[src/rtl/uart_pkg.sv]
// Shared constants and FSM state type for the UART transmit feeder.
package uart_pkg;

  localparam int unsigned DEPTH_DEF       = 16;
  localparam int unsigned ACK_TIMEOUT_DEF = 1023;

  typedef enum logic [1:0] {
    ST_IDLE      = 2'd0,
    ST_WAIT_ACK  = 2'd1,
    ST_WAIT_DONE = 2'd2
  } tx_state_e;

endpackage

[src/rtl/byte_fifo.sv]
// Byte-wide synchronous FIFO with registered occupancy flags.
module byte_fifo
  import uart_pkg::*;
#(
  parameter int unsigned DEPTH = DEPTH_DEF,
  localparam int unsigned AW   = $clog2(DEPTH),
  localparam int unsigned CW   = AW + 1
) (
  input  logic          clk,
  input  logic          rst,
  input  logic          push,
  input  logic [7:0]    push_data,
  input  logic          pop,
  output logic [7:0]    pop_data,
  output logic          full,
  output logic          empty,
  output logic [AW:0]   count
);

  logic [7:0]    mem_q [DEPTH];
  logic [AW-1:0] wr_ptr_q, wr_ptr_d;
  logic [AW-1:0] rd_ptr_q, rd_ptr_d;
  logic [AW:0]   count_q, count_d;
  logic          full_q, full_d;
  logic          empty_q, empty_d;
  logic          do_push_s;
  logic          do_pop_s;

  // Pointer and occupancy next-state; full/empty come from the registered flags.
  always_comb begin
    do_push_s = push & ~full_q & ~rst;
    do_pop_s  = pop & ~empty_q & ~rst;
    wr_ptr_d  = wr_ptr_q;
    rd_ptr_d  = rd_ptr_q;
    count_d   = count_q;
    if (do_push_s) begin
      wr_ptr_d = wr_ptr_q + AW'(1);
    end else begin
      wr_ptr_d = wr_ptr_q;
    end
    if (do_pop_s) begin
      rd_ptr_d = rd_ptr_q + AW'(1);
    end else begin
      rd_ptr_d = rd_ptr_q;
    end
    case ({do_push_s, do_pop_s})
      2'b10:   count_d = count_q + CW'(1);
      2'b01:   count_d = count_q - CW'(1);
      default: count_d = count_q;
    endcase
    full_d  = (count_d == CW'(DEPTH));
    empty_d = (count_d == CW'(0));
  end

  // Pointer, count and flag registers.
  always_ff @(posedge clk) begin
    if (rst) begin
      wr_ptr_q <= '0;
      rd_ptr_q <= '0;
      count_q  <= '0;
      full_q   <= 1'b0;
      empty_q  <= 1'b1;
    end else begin
      wr_ptr_q <= wr_ptr_d;
      rd_ptr_q <= rd_ptr_d;
      count_q  <= count_d;
      full_q   <= full_d;
      empty_q  <= empty_d;
    end
  end

  // Storage is not reset; only the pointers define what is valid.
  always_ff @(posedge clk) begin
    if (do_push_s) begin
      mem_q[wr_ptr_q] <= push_data;
    end
  end

  assign pop_data = mem_q[rd_ptr_q];
  assign full     = full_q;
  assign empty    = empty_q;
  assign count    = count_q;

endmodule

[src/rtl/uart_tx_feeder.sv]
// Buffers bytes in a FIFO and hands them one at a time to a UART transmitter
// using a TX_START / TX_BUSY handshake with an acknowledge timeout.
module uart_tx_feeder
  import uart_pkg::*;
#(
  parameter int unsigned DEPTH       = DEPTH_DEF,
  parameter int unsigned ACK_TIMEOUT = ACK_TIMEOUT_DEF
) (
  input  logic                     CLK,
  input  logic                     RST,
  input  logic                     WR_EN,
  input  logic [7:0]               WR_DATA,
  output logic                     FULL,
  output logic                     EMPTY,
  output logic [$clog2(DEPTH):0]   COUNT,
  output logic                     TX_START,
  output logic [7:0]               TX_DATA,
  input  logic                     TX_BUSY,
  input  logic                     CLR_ERR,
  output logic                     OVERFLOW,
  output logic                     ERR_TIMEOUT
);

  localparam int unsigned TW = $clog2(ACK_TIMEOUT + 1);

  tx_state_e     state_q, state_d;
  logic [TW-1:0] timer_q, timer_d;
  logic          tx_start_q, tx_start_d;
  logic [7:0]    tx_data_q, tx_data_d;
  logic          overflow_q, overflow_d;
  logic          err_timeout_q, err_timeout_d;
  logic          pop_s;
  logic          timeout_evt_s;
  logic          overflow_evt_s;
  logic [7:0]    fifo_rd_data_s;
  logic          fifo_full_s;
  logic          fifo_empty_s;

  byte_fifo #(.DEPTH(DEPTH)) u_fifo (
    .clk       (CLK),
    .rst       (RST),
    .push      (WR_EN),
    .push_data (WR_DATA),
    .pop       (pop_s),
    .pop_data  (fifo_rd_data_s),
    .full      (fifo_full_s),
    .empty     (fifo_empty_s),
    .count     (COUNT)
  );

  // Launch FSM: TX_START stays high until the transmitter shows busy or the wait expires.
  always_comb begin
    state_d       = state_q;
    timer_d       = timer_q;
    tx_start_d    = tx_start_q;
    tx_data_d     = tx_data_q;
    pop_s         = 1'b0;
    timeout_evt_s = 1'b0;
    case (state_q)
      ST_IDLE: begin
        if (!fifo_empty_s && !TX_BUSY) begin
          pop_s      = 1'b1;
          tx_data_d  = fifo_rd_data_s;
          tx_start_d = 1'b1;
          timer_d    = TW'(0);
          state_d    = ST_WAIT_ACK;
        end else begin
          tx_start_d = 1'b0;
        end
      end
      ST_WAIT_ACK: begin
        if (TX_BUSY) begin
          tx_start_d = 1'b0;
          state_d    = ST_WAIT_DONE;
        end else if (timer_q == TW'(ACK_TIMEOUT - 1)) begin
          // Expiry drops the byte; it was already popped at launch.
          tx_start_d    = 1'b0;
          timeout_evt_s = 1'b1;
          state_d       = ST_IDLE;
        end else begin
          timer_d = timer_q + TW'(1);
        end
      end
      ST_WAIT_DONE: begin
        if (!TX_BUSY) begin
          state_d = ST_IDLE;
        end else begin
          state_d = ST_WAIT_DONE;
        end
      end
      default: begin
        tx_start_d = 1'b0;
        state_d    = ST_IDLE;
      end
    endcase
  end

  // Sticky error flags: a new event takes priority over a clear in the same cycle.
  always_comb begin
    overflow_evt_s = WR_EN & fifo_full_s;
    overflow_d     = overflow_evt_s | (overflow_q & ~CLR_ERR);
    err_timeout_d  = timeout_evt_s | (err_timeout_q & ~CLR_ERR);
  end

  // FSM, handshake output and error flag registers.
  always_ff @(posedge CLK) begin
    if (RST) begin
      state_q       <= ST_IDLE;
      timer_q       <= '0;
      tx_start_q    <= 1'b0;
      tx_data_q     <= 8'h00;
      overflow_q    <= 1'b0;
      err_timeout_q <= 1'b0;
    end else begin
      state_q       <= state_d;
      timer_q       <= timer_d;
      tx_start_q    <= tx_start_d;
      tx_data_q     <= tx_data_d;
      overflow_q    <= overflow_d;
      err_timeout_q <= err_timeout_d;
    end
  end

  assign FULL        = fifo_full_s;
  assign EMPTY       = fifo_empty_s;
  assign TX_START    = tx_start_q;
  assign TX_DATA     = tx_data_q;
  assign OVERFLOW    = overflow_q;
  assign ERR_TIMEOUT = err_timeout_q;

endmodule

[config.mk]
export PLATFORM = sky130hd
export DESIGN_NAME = uart_tx_feeder
export DESIGN_NICKNAME = d
export VERILOG_FILES = /design/src/rtl/uart_pkg.sv /design/src/rtl/byte_fifo.sv /design/src/rtl/uart_tx_feeder.sv
export SDC_FILE = /design/constraint.sdc
export NUM_CORES = 1
export LEC_CHECK = 0
export CAP_MARGIN = 40
export CORE_AREA = 2 2 169 88
export CTS_CLUSTER_DIAMETER = 150
export DETAILED_ROUTE_END_ITERATION = 7
export DIE_AREA = 0 0 171 90
export HOLD_SLACK_MARGIN = 0.03
export PLACE_DENSITY = 0.75
export SETUP_SLACK_MARGIN = 0.15
export SLEW_MARGIN = 30
export SYNTH_ARGS = -nofsm -noshare
export SYNTH_HDL_FRONTEND = slang
export SYNTH_SLANG_ARGS = --single-unit
export TNS_END_PERCENT = 50
[constraint.sdc]
create_clock -name CLK -period 3.6 [get_ports CLK]
set_input_delay 0.36 -clock CLK [delete_from_list [all_inputs] [get_ports CLK]]
set_output_delay 0.36 -clock CLK [all_outputs]
set_load 0.05 [all_outputs]
======== Word level (Yosys, flattened, before mapping) ========
Memory sizes are Yosys's and may differ from the RTL's. A register that Yosys moved wholly into a read port is not among the register bits.
Index checks and enable logic that the tools add are counted.
word-level totals
  flip-flop bits (word level) ............. 30
  bits in latches ......................... 0
  bits in writable memories ............... 128
  bits in read-only memories .............. 0
  input port bits ......................... 13
  output and inout port bits .............. 18
  memories kept ........................... 1
memory list
  name          words  width  rd ports  clocked after Yosys merged registers in  write ports  RTL line         RTL
  u_fifo.mem_q  16     8      1         1                                        1            byte_fifo.sv:20  logic [7:0] mem_q [DEPTH];
operators by class
  add/sub/neg operators ................... 5
  multiply operators ...................... 0
  div/mod/pow operators ................... 0
  order comparisons ....................... 0
  equality and inequality tests ........... 10
  shift-type cells ........................ 0
  muxes and demuxes ....................... 20
  bitwise gates (word level) .............. 14
  reduce and logical (&&, ||, !) cells .... 10
operator list
  operator                                           number
  two-way mux 10 bit                                 3
  case mux 10 bit (2 select lines)                   1
  adder 10 x 1 -> 10 bit (second input constant)     1
  == test 10 bit (second input constant)             1
  case mux 5 bit (2 select lines)                    1
  two-way mux 1 bit                                  9
  adder 4 x 1 -> 4 bit (second input constant)       2
  two-way mux 2 bit                                  4
  bitwise AND 1 bit                                  7
  inequality test 2 bit (second input constant)      3
  case mux 2 bit (3 select lines)                    1
  AND reduction 2 bit                                3
  adder 5 x 1 -> 5 bit (second input constant)       1
  == test 5 bit (second input constant)              1
  zero test 5 bit                                    1
  NOT 1 bit                                          5
  subtractor 5 x 1 -> 5 bit (second input constant)  1
  == test 2 x 1 -> 1 bit (second input constant)     2
  == test 2 bit (second input constant)              2
  AND reduction 4 bit                                1
  inequality test 3 bit (second input constant)      1
  case mux 1 bit (3 select lines)                    1
  zero test 1 bit                                    2
  zero test 2 bit                                    1
  other kinds (3)                                    4

======== Longest topological paths before layout ========
  depth in word-level cells ............... 9
  depth in mapped cells ................... 12
  gate-level depth less buffers ........... 11

======== Modules after synthesis ========
A second synthesis with hierarchy kept.
unflattened totals
  cells, all modules ...................... 436
  area, all modules ....................... 6999.2 um2
modules (own cells, without submodules)
  module          instances  cells each  area an instance (um2)  sequential area each (um2)
  byte_fifo       1          305         5855.6                  4224.1
  uart_tx_feeder  1          131         1143.6                  460.4

======== Least setup slack after synthesis ========
Ideal clock, no wire load.
  path kind ............................... reg-to-reg
  from .................................... register u_fifo.empty_q (netlist: u_fifo.empty)
  to ...................................... register u_fifo.full_q (netlist: u_fifo.full)
  library setup time ...................... 0.103 ns
  arrival ................................. 3.085 ns
  path slack .............................. 0.411 ns
  stages on the path, launching flop included .. 11
  period minus slack after synthesis ...... 3.189 ns
  cell sequence ........................... dfxtp_1 -> or3b_4 -> clkbuf_1 -> clkbuf_1 -> nor2_1 -> ha_1 -> clkbuf_1 -> inv_1 -> or4_1 -> o31a_1 -> a2111oi_2
on the way
  longest elaborated chain between the ends .. 9
  elaborated cells between the ends (all ways) .. 11
  those cells by class .................... eq/ne (3); mux (3); bitwise (3); reduce/logical (2)
ends and longest elaborated chain
  what                                                            RTL line              RTL
  start, declared                                                 byte_fifo.sv:25       logic empty_q, empty_d;
  start signal, assigned                                          byte_fifo.sv:68       empty_q <= empty_d;
  zero test 1 bit                                                 uart_tx_feeder.sv:61  if (!fifo_empty_s && !TX_BUSY) begin
  logical AND 1 bit                                               uart_tx_feeder.sv:61
  two-way mux 1 bit                                               uart_tx_feeder.sv:61
  two-way mux 1 bit                                               uart_tx_feeder.sv:59  case (state_q)
  bitwise AND 1 bit * (2 in a row)                                byte_fifo.sv:32       do_pop_s = pop & ~empty_q & ~rst;
  == test 2 x 1 -> 1 bit / == test 2 bit (equally long branches)  byte_fifo.sv:46       case ({do_push_s, do_pop_s})
  case mux 5 bit (2 select lines) *                               byte_fifo.sv:46
  == test 5 bit *                                                 byte_fifo.sv:51       full_d = (count_d == CW'(DEPTH));
  end signal, assigned                                            byte_fifo.sv:67       full_q <= full_d;
  end, declared                                                   byte_fifo.sv:24       logic full_q, full_d;
Every way passes the cells marked *; elsewhere a longest branch is shown, timed or not.
A chain may end at the register's enable or synchronous reset.

======== Final worst setup path ========
  from .................................... register state_q[1]
  to ...................................... register u_fifo.full_q (netlist: u_fifo.full)
on the way
  longest elaborated chain between the ends .. 7
  elaborated cells between the ends (all ways) .. 8
  those cells by class .................... eq/ne (3); mux (2); bitwise (2); reduce/logical (1)
ends and longest elaborated chain
  what                                                            RTL line               RTL
  start, declared                                                 uart_tx_feeder.sv:26   tx_state_e state_q, state_d;
  start signal, assigned                                          uart_tx_feeder.sv:115  state_q <= state_d;
  zero test 2 bit *                                               uart_tx_feeder.sv:59
  two-way mux 1 bit *                                             uart_tx_feeder.sv:59
  bitwise AND 1 bit * (2 in a row)                                byte_fifo.sv:32
  == test 2 x 1 -> 1 bit / == test 2 bit (equally long branches)  byte_fifo.sv:46
  case mux 5 bit (2 select lines) *                               byte_fifo.sv:46
  == test 5 bit *                                                 byte_fifo.sv:51
Marked as above.

==> qor.yml <==
status: "finished clean"
hold_viol_final: 0
grt_overflow: 0
core_area_mm2: 0.0140
viasPerCell: 5.70
yosys.area.top_type: "edfxtp_1"
clockRootBuffer: "clkbuf_16"
portBuffers: 30
synth.distinct_cells: 40
place_hpwl_um: 9860
detail_route.wl_per_cell_um: 20.5
cp-start-kind: "flop"
worstPathRequired_ns: 3.90
power_density_mw_per_mm2: 545
drtIter0Drc: 415
hp-class: "reg2reg"
drive_gt1_share_pct: 18.4
antenna_found_initial: 0
maxCapViolations: 0
cts_sinks: 166
grt_pass1_wl_um: 22600
yosysWarnings: 0
netlist_instances: 443
yosys.area.top_type_share_pct: 56.4
grt_use_met1_pct: 32.5
postSynthAreaPerCell_um2: 15.4
layout.cells.non_filler: 703
grtUsageMet3_pct: 5.28
fin_nets: 519
fin_tns_setup_ns: 0
critPathKind: "reg2reg"
min_period_over_period_pct: 89.6
synth-seq-area-share_pct: 67.6
die_w_um: 171
num_antenna_cells: 0
arrival_ns: 3.52
num_rows: 31
clock_latency_ns: 0.42
slew_headroom_pct: 49.3
cts_tree: "done"
pin_count: 31
synth_seq_cells: 166
die_h_um: 90
fin_skew_ns: 0.0138
peakVddDrop_mv: 0.361
synthToLayoutAreaGrowth_pct: 17.8
grt_pass1_vias: 3891
dpl.cell_count: 664
start_util_pct: 48.5
cts_buffers: 17
gr-usage-all-layers_pct: 19.9
grt_start_max_net_pins: 36
drc_errors: 0
path_clk_slew_ns: 0.06
die_area_mm2: 0.0154
use_met2_pct: 26.1
rsz0062_at_grt: "false"
max_clock_freq_ghz: 0.310
worst_pin_slew_ns: 0.758
grt_busiest_layer: "met1"
synth.cell_area_mm2: 0.00681
vias: 4004
crit_path_end_kind: "flop"
routed_wl_um: 14400
cts_max_path_buffers: 2
slew_violations: 0
cp_max_fo: 5
synth.area.top_cells: "edfxtp_1, dfxtp_1, mux4_2, nor2_1, ha_1"
firstDrtPassIters: 5
synth_fp_nets: 470
htreeDepth: 4
power.leakage_uw: 0.00263
ant_nets: 0
place.gp.congestion: 0.832
setup_viol: 0
final.min_clock_period_ns: 3.23
==> cell usage after synthesis, drive strengths merged <==
library cell	instances
or3	1
inv	12
buf	7
and3	1
o31a	3
nand2b	7
o21ai	3
nand4	6
nor3b	2
a22oi	17
a21oi	26
and2	1
nand3	9
a32oi	2
nor2b	3
o21bai	1
nand3b	1
nor2	48
a2111oi	2
mux4	32
or3b	1
xnor2	6
or4	4
mux2i	5
ha	14
nand4b	2
edfxtp	128
clkbuf	16
xor2	14
nor3	7
o31ai	4
dfxtp	38
a41o	1
a21o	1
nand2	18
==> flip-flops by register name, summed over array words and instances (netlist names) <==
register / cells
u_fifo.empty: 1
ERR_TIMEOUT: 1
OVERFLOW: 1
u_fifo.full: 1
u_fifo.mem_q: 128
state_q: 2
u_fifo.rd_ptr_q: 4
u_fifo.count: 5
timer_q: 10
TX_DATA: 8
TX_START: 1
u_fifo.wr_ptr_q: 4
==> metal layers <==
metal,wire length (um),part of all wire [%]
met1,7200,50
met2,5940,41
met3,1180,8.2
met4,95,0.66
met5,0,0
==> area by class of cell <==
| type | instances | area [um^2] |
|---|---|---|
| clock buffer | 21 | 483 |
| clock inverter | 11 | 85.1 |
| fill | 1100 | 6020 |
| inverter | 12 | 45.0 |
| multi-input combinational | 242 | 2070 |
| sequential | 166 | 4610 |
| tap | 198 | 248 |
| timing repair buffer | 53 | 483 |
==> repair_timing <==
| item | CTS | global route |
|---|---|---|
| buffers inserted | 0 | 2 |
| hold buffers | 0 | 0 |
| setup endpoints to repair | 0 | 1 |
| resized for setup | 0 | 0 |
==> layout by cell type (no fill, tap or decap), types with 2 or more instances in the layout <==
cell type,count
a2111oi_2,2
a21oi_1,26
a22oi_1,17
a32oi_1,2
buf_4,20
clkbuf_1,2
clkbuf_16,19
clkdlybuf4s50_1,30
clkinv_4,2
dfxtp_1,37
edfxtp_1,128
ha_1,14
inv_1,12
inv_4,4
inv_6,4
mux2i_1,5
mux4_2,32
nand2_1,18
nand2b_1,7
nand3_1,9
nand4_1,6
nand4b_1,2
nor2_1,47
nor2b_1,3
nor3_1,6
o21ai_0,2
o31a_1,3
o31ai_1,4
or4_1,3
xnor2_1,6
xor2_1,14
==> per-stage QoR <==
stage	hold WS, ns	area, um^2	setup slack (ns)	total power (uW)	utilization, %
6_report	0.497	8020	0.374	4380	57.1
5_1_grt	0.529	8020	0.173	4520	57.1
4_1_cts	0.504	7970	0.326	4390	56.8
3_5_place_dp	0.489	7400	0.204	2670	52.7
3_3_place_gp	0.471	7360	0.350	2660	52.4
2_1_floorplan	0.459	6810	0.411	2510	-
==> power by group <==
group          switching (uW)  internal, uW  total (uW)
clock network             757           979        1740
logic                     276           209         484
registers                55.5          2100        2160
total                    1090          3290        4380
==> path summary, 6_finish.rpt <==
| kind | depth (start not counted) | slack, ns | end | start |
|---|---|---|---|---|
| worst min-delay path | 2 | 0.50 | TX_DATA[7] | TX_DATA[7] |
| worst max-delay path | 11 | 0.37 | u_fifo.full | state_q[1] |
| worst min register to register | 2 | 0.50 | TX_DATA[7] | TX_DATA[7] |
| worst max register to register | 11 | 0.37 | u_fifo.full | state_q[1] |
==> cells by family after synthesis <==
family	after synthesis	synth area share [%]
DFF	166	67.6
adders and majority gates	14	2.57
buffers and inverters	35	1.98
muxes	37	11.3
xor gates and xnor gates	20	2.57
AOI/OAI and AO/OA	60	5.90
and+or+nand+nor	111	8.05
==> worst max-delay path, stage by stage (launching register included) <==
cell	delay (ns)
dfxtp_1	0.35
inv_1	0.11
ha_1	0.22
or3b_4	0.43
nor3_4	0.27
xor2_1	0.10
ha_1	0.24
nor2_1	0.10
mux2i_1	0.09
o31a_1	0.27
or4_4	0.51
a2111oi_2	0.40
No activity file was read; power rests on OpenSTA's default activity.
